File: src/rtl/wb_write_queue.sv
// Write-back queue sitting in front of the register file's single write port.
// Requests (dest, value) from the write-back stage are buffered in order and
// drained oldest-first, at most one per cycle. Two forwarding lookups let decode
// see pending data before it reaches the register file.
//
// Ports:
//   clk, rst                    clock; asynchronous active-high reset
//   in_valid/in_ready           request handshake (in_ready = !full)
//   in_dest, in_value           request payload
//   drain_en                    head may be written to the register file this cycle
//   rf_write_en/rf_dest/
//   rf_write_value              register file write port (zero when empty)
//   src1/src2 -> hit1/fwd1,
//               hit2/fwd2       youngest-match forwarding lookups
//   count, empty, full          occupancy status
module wb_write_queue #(
    parameter int unsigned DEPTH  = 4,
    parameter int unsigned DATA_W = 32,
    parameter int unsigned ADDR_W = 5
) (
    input  logic                       clk,
    input  logic                       rst,
    input  logic                       in_valid,
    output logic                       in_ready,
    input  logic [ADDR_W-1:0]          in_dest,
    input  logic [DATA_W-1:0]          in_value,
    input  logic                       drain_en,
    output logic                       rf_write_en,
    output logic [ADDR_W-1:0]          rf_dest,
    output logic [DATA_W-1:0]          rf_write_value,
    input  logic [ADDR_W-1:0]          src1,
    input  logic [ADDR_W-1:0]          src2,
    output logic                       hit1,
    output logic                       hit2,
    output logic [DATA_W-1:0]          fwd1,
    output logic [DATA_W-1:0]          fwd2,
    output logic [$clog2(DEPTH):0]     count,
    output logic                       empty,
    output logic                       full
);

    localparam int unsigned PTR_W = $clog2(DEPTH);
    localparam int unsigned CNT_W = PTR_W + 1;

    logic [ADDR_W-1:0] dest_q  [DEPTH];
    logic [DATA_W-1:0] value_q [DEPTH];
    logic [DEPTH-1:0]  valid_q;
    logic [PTR_W-1:0]  head_q, tail_q;
    logic [CNT_W-1:0]  count_q, count_d;

    logic              push, pop;
    logic [PTR_W-1:0]  age_idx [DEPTH];

    assign empty    = (count_q == '0);
    assign full     = (count_q == CNT_W'(DEPTH));
    assign count    = count_q;
    assign in_ready = !full;

    assign push = in_valid && !full;
    assign pop  = drain_en && !empty;

    assign rf_write_en    = pop;
    assign rf_dest        = empty ? '0 : dest_q[head_q];
    assign rf_write_value = empty ? '0 : value_q[head_q];

    always_comb begin
        count_d = count_q;
        unique case ({push, pop})
            2'b10:   count_d = count_q + 1'b1;
            2'b01:   count_d = count_q - 1'b1;
            default: count_d = count_q;
        endcase
    end

    always_ff @(posedge clk or posedge rst) begin
        if (rst) begin
            head_q  <= '0;
            tail_q  <= '0;
            count_q <= '0;
            valid_q <= '0;
        end else begin
            count_q <= count_d;
            // Push and pop never share a slot: that would need count 0 (no pop)
            // or count DEPTH (no push).
            if (pop) begin
                valid_q[head_q] <= 1'b0;
                head_q          <= head_q + 1'b1;
            end
            if (push) begin
                valid_q[tail_q] <= 1'b1;
                tail_q          <= tail_q + 1'b1;
            end
        end
    end

    // Payload needs no reset; valid bits and the empty-gated outputs hide it.
    always_ff @(posedge clk) begin
        if (push) begin
            dest_q[tail_q]  <= in_dest;
            value_q[tail_q] <= in_value;
        end
    end

    // Slot indices ordered oldest (head) to youngest.
    always_comb begin
        for (int unsigned i = 0; i < DEPTH; i++) begin
            age_idx[i] = head_q + PTR_W'(i);
        end
    end

    // Scanning oldest to youngest lets the last match win, i.e. the youngest.
    // The incoming request is deliberately not searched.
    always_comb begin
        hit1 = 1'b0;
        hit2 = 1'b0;
        fwd1 = '0;
        fwd2 = '0;
        for (int unsigned i = 0; i < DEPTH; i++) begin
            if (valid_q[age_idx[i]] && (dest_q[age_idx[i]] == src1)) begin
                hit1 = 1'b1;
                fwd1 = value_q[age_idx[i]];
            end
            if (valid_q[age_idx[i]] && (dest_q[age_idx[i]] == src2)) begin
                hit2 = 1'b1;
                fwd2 = value_q[age_idx[i]];
            end
        end
    end

endmodule

File: config.mk
export PLATFORM = sky130hd
export DESIGN_NAME = wb_write_queue
export DESIGN_NICKNAME = d
export VERILOG_FILES = /design/src/rtl/wb_write_queue.sv
export SDC_FILE = /design/constraint.sdc
export NUM_CORES = 1
export LEC_CHECK = 0
export BUFFER_PORTS_ARGS = -buffer_cell sky130_fd_sc_hd__buf_2
export CAP_MARGIN = 20
export CORE_MARGIN = 1.5
export CORE_UTILIZATION = 30
export CTS_CLUSTER_DIAMETER = 50
export CTS_CLUSTER_SIZE = 14
export DETAILED_ROUTE_END_ITERATION = 10
export PLACE_DENSITY_LB_ADDON = 0.1
export SLEW_MARGIN = 20
export SYNTH_ARGS = -nofsm -noshare
export SYNTH_HDL_FRONTEND = slang
export SYNTH_SLANG_ARGS = --single-unit
File: constraint.sdc
create_clock -name clk -period 7.6 [get_ports clk]
set_input_delay 1.14 -clock clk [delete_from_list [all_inputs] [get_ports clk]]
set_output_delay 1.14 -clock clk [all_outputs]
set_load 0.005 [all_outputs]
==> impl_metrics.yaml, run 1 <==
status:
  outcome: "finished, final reports clean"
final_layout:
  fillCellCount: 3874
  area_growth_pct: 14.66
  n_antenna_cell: 0
  fin_area_sq_um: 13550
  drive_gt1_share_pct: 41.02
  fin_util_pct: 34.98
  fin_nets: 1045
clocking:
  cts_max_path_buffers: 2
  cts_setup_buffers: 0
  hold_buffers: 0
  cts_root_buf: "clkbuf_16"
  clkLatencyLatePin_ns: 0.43
  cts_resized: 0
  cts_tree: "built"
  cts.htree.levels: 4
  cts_buffers: 17
  clk_pin_slew_worst_paths_ns: 0.06
  cts_sinks: 159
logic_synthesis:
  syn_nets: 936
  synth_edf_count: 148
  yosysMostFrequentCell: "mux4_2"
  yosys-top-cells-count: "152 x mux4_2, 148 x edfxtp_1, 103 x nand2_1"
  yosys-top-cells-area: "edfxtp_1 38%, mux4_2 29%, o221ai_2 3.8%"
  yosys_warnings: 0
  ys_ff_latch: 159
  synth_ff_type: "edfxtp_1"
  synth-async-reset-ratio_pct: 6.918
  syn-instance-count: 875
  yosys.area.top_type: "edfxtp_1"
  synth_top_area_share_pct: 37.61
  synthDistinctLibCells: 44
  synth.avg_cell_area_sq_um: 13.51
  ys_seq_area_share_pct: 39.94
  syn_area_sq_um: 11820
sta:
  drv_slew: 0
  setup_viol: 0
  slew_headroom_pct: 23.55
  period_minus_slack_ns: 5.982
  skew_ns: 0.007308
  tightest_slew_ns: 1.141
  period_share_pct: 78.71
  finalSetupTns_ns: 0
  finalHoldViolCount: 0
  rsz0062_at_grt: "no"
  fmax_mhz: 167.2
global_route:
  grt_overflow: 0
  grt_pass1_wl_um: 55710
  grt_max_degree: 155
  grt_use_total_pct: 18.43
  antenna_found_initial: 1
  grt_pass1_vias: 8526
critical_path:
  crit_start: "head_q[1]"
  crit_fanout: 27
  cp_cell_sequence: "inv_1 > ha_4 > mux4_2 > xor2_1 > nor4_1 > and3_2 > buf_4 > a211oi_1 > a211oi_1 > buf_2"
  crit_family: "simple AND/OR/NAND/NOR gates"
  critical-path-top-cell-by-count: "a211oi_1"
  crit_path_top_delay_cell: "and3_2"
  max_stage_delay_ns: 0.64
  crit_type: "reg -> out"
  reg2reg_from: "count[0]"
  critPathBufInv: 3
  crit_arrival_ns: 4.84
  start_kind: "flop"
  crit_required_ns: 6.46
  critPathCaptureType: "output port"
pwr:
  switchingPower_w: 0.002590
  power_leakage_nw: 4.488
  swShare_pct: 42.91
  powerDensity_nw_per_um2: 445.4
  pwr-share-clk_pct: 13.6
  power_frac_comb_pct: 64.2
  sequentialPowerShare_pct: 22.1
  ir_drop_v: 0.0002612
  p_int_w: 0.003446
  p_total_w: 0.006035
min_path:
  hold_start: "count[0]"
  worstHoldPathType: "reg -> reg"
placed_design:
  gp_congestion: 0.7625
  placed_area_sq_um: 12970
  dp_hpwl_um: 24100
  portBuffers: 160
die:
  core_area_sq_um: 38740
  die_x_um: 201.5
  dieArea_sq_um: 40590
  io_pins: 161
  num_rows: 72
  die_h_um: 201.5
  initial_core_util_pct: 30.51
detailed_routing:
  num_vias: 8397
  drc: 0
  wl_per_cell_um: 24.34
  viasPerCell: 5.543
  wl_um: 36880
  drt-initial-drc-count: 560
  first_pass_iters: 5
  ant_nets: 0
flow_run:
  cap_viol_max_count: 0
## layout by cell type (no fill, tap or decap), types with 2 or more instances in the layout
cell / count
buf_2: 160
mux4_2: 152
edfxtp_1: 148
nand2_1: 103
nor2b_1: 38
nor2_1: 36
xnor2_1: 33
o21ai_1: 33
nand3_1: 32
mux2i_1: 31
a311oi_1: 31
o21ai_0: 31
o221ai_2: 30
clkbuf_16: 17
buf_4: 17
inv_1: 10
xor2_1: 10
dfrtp_1: 9
ha_1: 8
and3_2: 6
nand4_1: 5
nor2_4: 5
a211oi_1: 5
a21o_1: 4
clkinv_1: 4
or2_2: 3
nand3b_1: 3
nor3_1: 3
clkinvlp_4: 3
clkbuf_1: 3
nor4_1: 2
xnor2_2: 2
clkinv_4: 2
bufinv_16: 2
dfrtp_4: 2
## metal layers
layer  vias to the layer above  GRT usage, %  wire length (um)  share of wire, %
met3                        25         3.531              2028               5.5
li1                       3744             -                 -                 -
met2                       283         31.33             18620                50
met4                         0         3.838               396               1.1
met5                         -             0                 0                 0
met1                      4345         24.44             15840                43
## flip-flops by register name (all words and copies together), names as in the netlist
register,count
value_q,128
count,3
tail_q,2
head_q,2
valid_q,4
dest_q,20
## stage by stage
stage / cells / hold slack, ns / worst slack (ns)
after floorplan: 875 / 0.4954 / 2.573
after global placement: 1482 / 0.5333 / 2.088
after detailed placement: 1482 / 0.5399 / 2.047
after CTS: 1514 / 0.5496 / 1.563
after global routing: 1515 / 0.5569 / 1.347
final: 1515 / 0.5348 / 1.618
## final timing paths
| path | end | slack, ns | cells past startpoint |
|---|---|---|---|
| max in group asynchronous | head_q[1] | 6.50 | 2 |
| hold / removal | count[0] | 0.53 | 1 |
| setup reg to reg | count[2] | 4.98 | 9 |
| min in group asynchronous | count[2] | 0.72 | 2 |
| hold reg to reg | count[0] | 0.53 | 1 |
| setup / recovery | fwd1[0] | 1.62 | 10 |
## final cells by class
class                           instances  area, sq um  area share (%)
Timing Repair Buffer                  179        975.9           7.202
Clock buffer                           20        436.7           3.223
Multi-Input combinational cell        617         6605           48.74
Sequential cell                       159         4727           34.88
Tap cell                              518        648.1           4.783
Clock inverter                         12        120.1          0.8864
Inverter                               10        37.54          0.2770
## cells by family after synthesis
kind of cell,after synthesis,synth area share (%)
AO/OA/AOI/OAI,136,9.624
XOR/XNOR,45,3.399
adder cells (fa/ha/maj),10,1.122
buffers and inverters,99,4.690
flip-flops,159,39.94
multiplexers,183,31.59
AND/OR/NAND/NOR,243,9.635
## power groups by stage
stage	registers, W	clock network [W]	logic (W)
finish	0.00134	0.000822	0.00388
global route	0.00136	0.000879	0.00422
CTS	0.00133	0.000849	0.00395
detailed placement	0.00135	0	0.00393
global placement	0.00135	0	0.00394
floorplan	0.00129	0	0.00287
Power figures use the tool's default switching activity.
==> run 2, diff against run 1 <==
==> constraint.sdc (replaced) <==
create_clock -name clk -period 5.6 [get_ports clk]
set_input_delay 0.84 -clock clk [delete_from_list [all_inputs] [get_ports clk]]
set_output_delay 0.84 -clock clk [all_outputs]
set_load 0.005 [all_outputs]
==> run 2 against run 1 <==
Net effect: worst hold slack lost 0.13 ns; core utilization increased by 0.35 points; global-route usage is 0.65 points higher; via count grew 2.3%; first-iteration DRC count increased by 33%; register-to-register slack got worse by 1.9 ns; largest cell class unchanged; highest routed layer is now met5.
==> impl_metrics.yaml, run 2 (synthesis gave the netlist of run 1 again) <==
detailed_routing:
  first_pass_iters: 5
  wl_um: 38260
  wl_per_cell_um: 25.10
  viasPerCell: 5.635
  ant_nets: 0
  drc: 0
  drt-initial-drc-count: 743
  num_vias: 8588
clocking:
  cts_root_buf: "clkbuf_16"
  cts_buffers: 17
  cts_resized: 0
  cts.htree.levels: 4
  clk_pin_slew_worst_paths_ns: 0.06
  hold_buffers: 0
  cts_setup_buffers: 0
  clkLatencyLatePin_ns: 0.44
  cts_tree: "built"
  cts_max_path_buffers: 2
  cts_sinks: 159
pwr:
  p_int_w: 0.004784
  powerDensity_nw_per_um2: 609.4
  pwr-share-clk_pct: 14.5
  swShare_pct: 42.63
  switchingPower_w: 0.003555
  power_leakage_nw: 4.569
  power_frac_comb_pct: 63.9
  p_total_w: 0.008340
  ir_drop_v: 0.0003328
  sequentialPowerShare_pct: 21.6
critical_path:
  crit_required_ns: 4.76
  reg2reg_depth: 5
  start_kind: "flop"
  reg2reg_slack_ns: 3.09
  worstReg2RegEnd: "valid_q[1]"
  crit_type: "reg -> out"
  reg2reg_from: "head_q[0]"
  critPathCaptureType: "output port"
  crit_fanout: 23
  crit_arrival_ns: 4.18
die:
  num_rows: 72
  die_x_um: 201.5
  die_h_um: 201.5
  dieArea_sq_um: 40590
  initial_core_util_pct: 30.51
  io_pins: 161
  core_area_sq_um: 38740
sta:
  period_minus_slack_ns: 5.017
  drv_slew: 0
  finalSetupTns_ns: 0
  slew_headroom_pct: 32.39
  period_share_pct: 89.60
  setup_viol: 0
  fmax_mhz: 199.3
  skew_ns: 0.006566
  rsz0062_at_grt: "no"
  tightest_slew_ns: 1.014
  finalHoldViolCount: 0
final_layout:
  drive_gt1_share_pct: 42.05
  regMostFlops: "value_q"
  fin_nets: 1056
  n_antenna_cell: 0
  largestRegisters: "value_q (128), dest_q (20), valid_q (4)"
  layout_common_cells: "160 x buf_2, 152 x mux4_2, 148 x edfxtp_1"
  fillCellCount: 3805
  area_growth_pct: 15.80
  largest_register_ffs: 128
  fin_area_sq_um: 13680
  final_common_cell: "buf_2"
placed_design:
  dp_hpwl_um: 24880
  gp_congestion: 0.7547
  placed_area_sq_um: 13080
  portBuffers: 160
min_path:
  worstHoldPathType: "in -> async"
status:
  outcome: "finished, final reports clean"
global_route:
  grt_pass1_vias: 8531
  grt_max_degree: 67
  grt_use_total_pct: 19.07
  grt_overflow: 0
  grt_pass1_wl_um: 56970
  antenna_found_initial: 1
flow_run:
  cap_viol_max_count: 0
run 2: area by class of cell:
cell class	instances	area [sq um]	area share [%]
flip-flops and latches	159	4727	34.54
clock inverters	11	166.4	1.216
repair buffers	190	1067	7.799
multi-input cells	617	6605	48.27
clock buffers	19	432.9	3.164
well taps	518	648.1	4.736
inverters	10	37.54	0.2743
run 2: how the worst max path moves through the flow:
stage / start / to / slack (ns) / cells after the start
3_5_place_dp: head_q[0] / fwd2[15] / 0.93 / 8
6_report: head_q[1] / fwd2[15] / 0.58 / 10
3_3_place_gp: head_q[0] / fwd2[15] / 0.89 / 8
4_1_cts: head_q[0] / fwd2[15] / 0.43 / 8
5_1_grt: head_q[0] / fwd2[15] / 0.23 / 8
2_1_floorplan: head_q[0] / fwd2[23] / 0.87 / 18
run 2: per-stage QoR:
step / instances / util (%) / hold slack [ns] / setup slack (ns)
after floorplan: 875 / - / 0.4954 / 0.8731
after global placement: 1494 / 33.77 / 0.5353 / 0.8867
after detailed placement: 1494 / 33.77 / 0.5335 / 0.9296
after CTS: 1524 / 35.32 / 0.4087 / 0.4290
after global routing: 1524 / 35.33 / 0.4386 / 0.2293
final: 1524 / 35.33 / 0.4056 / 0.5826
run 2: power groups by stage:
| stage | sequential, W | clock, W | combinational [W] |
|---|---|---|---|
| global placement | 0.00182 | 0 | 0.00542 |
| detailed placement | 0.00182 | 0 | 0.00539 |
| global route | 0.00184 | 0.00129 | 0.00579 |
| finish | 0.00180 | 0.00121 | 0.00533 |
| floorplan | 0.00174 | 0 | 0.00390 |
| CTS | 0.00180 | 0.00124 | 0.00541 |
run 2: per-layer routing:
layer / track usage (%) / vias up / part of all wire [%]
li1: - / 3762 / -
met1: 26.50 / 4460 / 44
met2: 30.80 / 330 / 49
met3: 3.499 / 34 / 6.3
met4: 4.744 / 2 / 1.1
met5: 0 / - / 0.034
run 2: critical path: stages (launching register included):
cell and delay (ns):
dfrtp_4 0.55, inv_1 0.13, ha_4 0.54, mux4_2 0.60, xnor2_1 0.26, nand4_2 0.17, or2_2 0.49, buf_4 0.29
a311oi_1 0.30, o21ai_1 0.22, buf_2 0.19
